### src/rtl/pipe_stall_ctrl_pkg.sv
// pipe_stall_ctrl_pkg: shared stall-vector constants and multi-cycle FSM state encodings
package pipe_stall_ctrl_pkg;
    localparam logic RST_ENABLE = 1'b1;
    localparam int STALL_PC  = 0;
    localparam int STALL_IF  = 1;
    localparam int STALL_ID  = 2;
    localparam int STALL_EXB = 3;
    localparam int STALL_MEM = 4;
    localparam int STALL_WB  = 5;
    localparam logic [5:0] STALL_NONE = 6'b000000;
    localparam logic [5:0] STALL_IDV  = 6'b000111;
    localparam logic [5:0] STALL_EXV  = 6'b001111;
    typedef enum logic [1:0] {
        MC_IDLE = 2'b00,
        MC_BUSY = 2'b01,
        MC_DONE = 2'b10
    } mc_state_e;
endpackage

### src/rtl/pipe_stall_ctrl_mc_op_counter.sv
// mc_op_counter: multi-cycle EX op FSM with down-counter; holds EX for N+1 cycles then pulses done
module mc_op_counter
    import pipe_stall_ctrl_pkg::*;
#(
    parameter int CNT_W = 6
) (
    input  logic             clk,
    input  logic             rst,
    input  logic             flush,
    input  logic             ex_mc_start,
    input  logic [CNT_W-1:0] ex_mc_cycles,
    output logic             ex_hold,
    output logic             ex_mc_done,
    output logic             mc_busy
);
    mc_state_e        state;
    logic [CNT_W-1:0] cnt;
    always_ff @(posedge clk) begin
        if (rst == RST_ENABLE) begin
            state <= MC_IDLE;
            cnt   <= '0;
        end else begin
            case (state)
                MC_IDLE: if (ex_mc_start && !flush) begin
                    cnt   <= (ex_mc_cycles == '0) ? CNT_W'(1) : ex_mc_cycles;
                    state <= MC_BUSY;
                end
                MC_BUSY: if (flush) state <= MC_IDLE;
                    else if (cnt == CNT_W'(1)) state <= MC_DONE;
                    else cnt <= cnt - CNT_W'(1);
                default: state <= MC_IDLE;
            endcase
        end
    end
    // outputs forced low while reset is asserted, even before the first reset edge
    assign ex_hold    = (rst != RST_ENABLE) && ((state == MC_IDLE && ex_mc_start) || state == MC_BUSY);
    assign ex_mc_done = (rst != RST_ENABLE) && (state == MC_DONE);
    assign mc_busy    = (rst != RST_ENABLE) && (state != MC_IDLE);
endmodule

### src/rtl/pipe_stall_ctrl.sv
// pipe_stall_ctrl: stall vector priority mux (flush > EX multi-cycle > ID hazard).
// Optional perf counters enabled by PIPE_STALL_CTRL_PERF_EN.
module pipe_stall_ctrl
    import pipe_stall_ctrl_pkg::*;
#(
    parameter int STALL_W = 6,
    parameter int CNT_W   = 6
) (
    input  logic               clk,
    input  logic               rst,
    input  logic               flush,
    input  logic               stallreq_from_id,
    input  logic               ex_mc_start,
    input  logic [CNT_W-1:0]   ex_mc_cycles,
    output logic [STALL_W-1:0] stall,
    output logic               ex_mc_done,
    output logic               mc_busy
`ifdef PIPE_STALL_CTRL_PERF_EN
    ,
    input  logic               perf_clr,
    output logic [31:0]        perf_stall_ex,
    output logic [31:0]        perf_stall_id
`endif
);
    logic ex_hold;
    mc_op_counter #(.CNT_W(CNT_W)) u_mc (
        .clk          (clk),
        .rst          (rst),
        .flush        (flush),
        .ex_mc_start  (ex_mc_start),
        .ex_mc_cycles (ex_mc_cycles),
        .ex_hold      (ex_hold),
        .ex_mc_done   (ex_mc_done),
        .mc_busy      (mc_busy)
    );
    always_comb begin
        stall = (rst == RST_ENABLE || flush) ? STALL_W'(STALL_NONE) :
                ex_hold                      ? STALL_W'(STALL_EXV)  :
                stallreq_from_id             ? STALL_W'(STALL_IDV)  : STALL_W'(STALL_NONE);
    end
`ifdef PIPE_STALL_CTRL_PERF_EN
    always_ff @(posedge clk) begin
        if (rst == RST_ENABLE || perf_clr) begin
            perf_stall_ex <= '0;
            perf_stall_id <= '0;
        end else begin
            if (stall == STALL_W'(STALL_EXV) && perf_stall_ex != '1) perf_stall_ex <= perf_stall_ex + 32'd1;
            if (stall == STALL_W'(STALL_IDV) && perf_stall_id != '1) perf_stall_id <= perf_stall_id + 32'd1;
        end
    end
`endif
endmodule

### config.mk
export PLATFORM = sky130hd
export DESIGN_NAME = pipe_stall_ctrl
export DESIGN_NICKNAME = d
export VERILOG_FILES = /design/src/rtl/pipe_stall_ctrl_pkg.sv /design/src/rtl/pipe_stall_ctrl_mc_op_counter.sv /design/src/rtl/pipe_stall_ctrl.sv
export SDC_FILE = /design/constraint.sdc
export NUM_CORES = 1
export LEC_CHECK = 0
export ABC_AREA = 1
export CAP_MARGIN = 10
export CORE_MARGIN = 4
export CORE_UTILIZATION = 36
export CTS_CLUSTER_DIAMETER = 150
export DETAILED_ROUTE_END_ITERATION = 12
export GPL_ROUTABILITY_DRIVEN = 0
export GPL_TIMING_DRIVEN = 0
export HOLD_SLACK_MARGIN = 0.12
export PLACE_DENSITY_LB_ADDON = 0.05
export SYNTH_ARGS = -nofsm -noshare
export SYNTH_HDL_FRONTEND = slang
export SYNTH_SLANG_ARGS = --single-unit
### constraint.sdc
create_clock -name clk -period 1.5 [get_ports clk]
set_clock_uncertainty 0.1 [all_clocks]
set_input_delay 0.225 -clock clk [delete_from_list [all_inputs] [get_ports clk]]
set_output_delay 0.225 -clock clk [all_outputs]
set_load 0.005 [all_outputs]
==> results.ini <==
[global_route]
gr-usage-met3_pct = 4.511
grt_max_degree = 9
grt_pass1_vias = 614
met2_usage_pct = 25.59
antenna_found_initial = 0
top_usage_layer = met2
met1_usage_pct = 17.44
track_usage_pct = 15.56
grt_pass1_wl_um = 2435
overflow = 0

[sta]
rsz0062_at_grt = false
slew_violations = 0
min_period_over_period_pct = 96.17
hold_viol_final = 0
fin_crit_ns = 1.443
fin_hold_ws_ns = 0.2439
setup_viol = 0
fmax_mhz = 693.2

[die]
die_width_um = 48.07
core_um2 = 1506
ios = 19
row_count = 14
die-area_um2 = 2311
initial_utilization_pct = 38.37
dieHeight_um = 48.07

[clock_network]
numCtsBuffers = 3
cts.clk_slew.worst_paths_ns = 0.05
cts_tree = yes
clk_path_buf_depth = 2
root_buffer = clkbuf_4
h-tree-depth = 1
clkSinkCount = 8
insertion_delay_ns = 0.26

[critical_path]
rr_worst_depth = 9
cp.arrival_ns = 1.12
required_ns = 1.17
path_max_fanout = 3
cp-start-kind = register
cp-end-kind = primary output
critPathKind = reg2out

[logic_synthesis]
synth_cell_types = 20
synth_edf_count = 0
ys_seq_area_share_pct = 27.71
ys.flop_type = dfxtp_1
synth.avg_cell_area_um2 = 6.423
synth_area_leader_cell = dfxtp_1
synthCells = 90
synth.area.top_cells = dfxtp_1, nand2_1, nor2_1
synthDominantCellAreaShare_pct = 27.71
ys_top_cells_by_count = nand2_1, nor2_1, dfxtp_1, inv_1
synth-seq-cells = 8
yosys_warnings = 0
syn_area_um2 = 578.1
synthArstFlopShare_pct = 0

[cells_and_area]
fin_nets = 129
multi_input_area_um2 = 377.9
finalNonFillerCells = 130
drive_above_1_share_pct = 28.07
ff_latch_area_um2 = 163.9
fillers = 150
syn_to_final_growth_pct = 45.45
diodes = 0

[power]
seqPwrFrac_pct = 40.8
p_int_uw = 408.5
ir_drop_mv = 0.4515
p_clk_share_pct = 28.4
p_leak_uw = 0.0003969
p_sw_uw = 192.1
p_per_area_nw_per_um2 = 714.3
switching_share_pct = 31.99
combinationalPowerShare_pct = 30.8

[routing]
avgRoutedWirePerCell_um = 11.02
drc = 0
routed_wl_um = 1433
ant_nets = 0
vias_per_cell = 5.085
drt_first_pass_iters = 4
drt_iter0_drc = 7
vias = 661

[place]
numPortBuffers = 16
dp_hpwl_um = 1070
dp_cells = 123

[job]
drv_cap = 0

[run_status]
outcome = complete, no violations

[min_path]
hold_path.class = in2reg
min_path_cells = 3

[routing by layer]
layer	wire, um	up-vias
met5	0	-
met4	33	0
met3	116	5
met2	696	18
met1	587	305
li1	-	333
[power groups by stage]
stage                     registers [uW]  clock network [uW]  logic, uW
after floorplan                      246                   0        109
after global placement               249                   0        170
after detailed placement             250                   0        171
after CTS                            244                 178        185
after global routing                 247                 192        209
final                                245                 171        185
[cells by family after synthesis]
family          share of synthesized area [%]
compound gates                          13.20
fa+ha+maj                               4.328
buf+inv                                 12.34
flops                                   27.71
other cells                            0.6487
simple gates                            41.78
[layout by cell type (no fill, tap or decap)]
cell / instances
a31oi_1: 1
clkdlybuf4s15_2: 1
ha_1: 2
nand2_1: 16
clkbuf_4: 3
o21ai_4: 1
buf_6: 2
nor2_1: 15
a21oi_1: 6
dfxtp_4: 1
nand3_1: 6
o21ai_0: 6
clkdlybuf4s15_1: 1
conb_1: 2
clkbuf_2: 1
nand2_2: 1
nor2_2: 1
nor3_1: 2
dlymetal6s2s_1: 1
nand2_4: 2
dlygate4sd2_1: 3
inv_2: 6
nand3_2: 1
buf_2: 1
clkdlybuf4s50_1: 6
or2_4: 1
nand4_1: 1
nand3b_1: 1
dfxtp_1: 7
dlygate4sd3_1: 1
inv_1: 5
buf_4: 7
nor2_4: 2
a21oi_4: 1
[worst max-delay path, stage by stage, from the launching register on]
cell and delay (ns):
dfxtp_4 0.35, o21ai_4 0.17, a21oi_4 0.07, dlygate4sd2_1 0.26
[final cells by class]
type                    count  share of cell area [%]
clock buffers               3                   2.679
flip-flops and latches      8                   19.49
repair buffers             20                   22.02
inverters                  11                   4.911
plain buffers               4                   3.571
well taps                  16                   2.381
multi-input cells          68                   44.94
[flip-flops by register name, indices dropped and copies added (netlist names)]
signal	count
u_mc.state	2
u_mc.cnt	6
[path summary, 6_finish.rpt]
check	start	to	slack, ns
max	u_mc.state[0]	stall[0]	0.06
max reg2reg	u_mc.cnt[0]	u_mc.cnt[4]	0.12
min reg2reg	u_mc.cnt[4]	u_mc.cnt[4]	0.40
min	rst	u_mc.state[1]	0.24
[metrics by stage]
step	total power, uW	cell area, um^2	utilization [%]	setup TNS (ns)	setup slack [ns]
global route	647.1	840.8	55.81	0	0.008091
floorplan	354.8	581.8	-	0	0.2341
global placement	419.0	762.0	50.58	-3.432	-0.7662
finish	600.6	840.8	55.81	0	0.05748
detailed placement	420.6	762.0	50.58	-3.398	-0.7673
CTS	606.7	843.3	55.98	-0.004186	-0.004017
[repair_timing]
action                                  in CTS  in global routing
hold buffers                                 1                  0
hold endpoints to repair                     2                  0
endpoints found under the setup margin       6                  7
resized for setup                           29                  8
buffers inserted                             4                  0
pin swaps                                    3                  2
(Power assumes the default switching activity.)
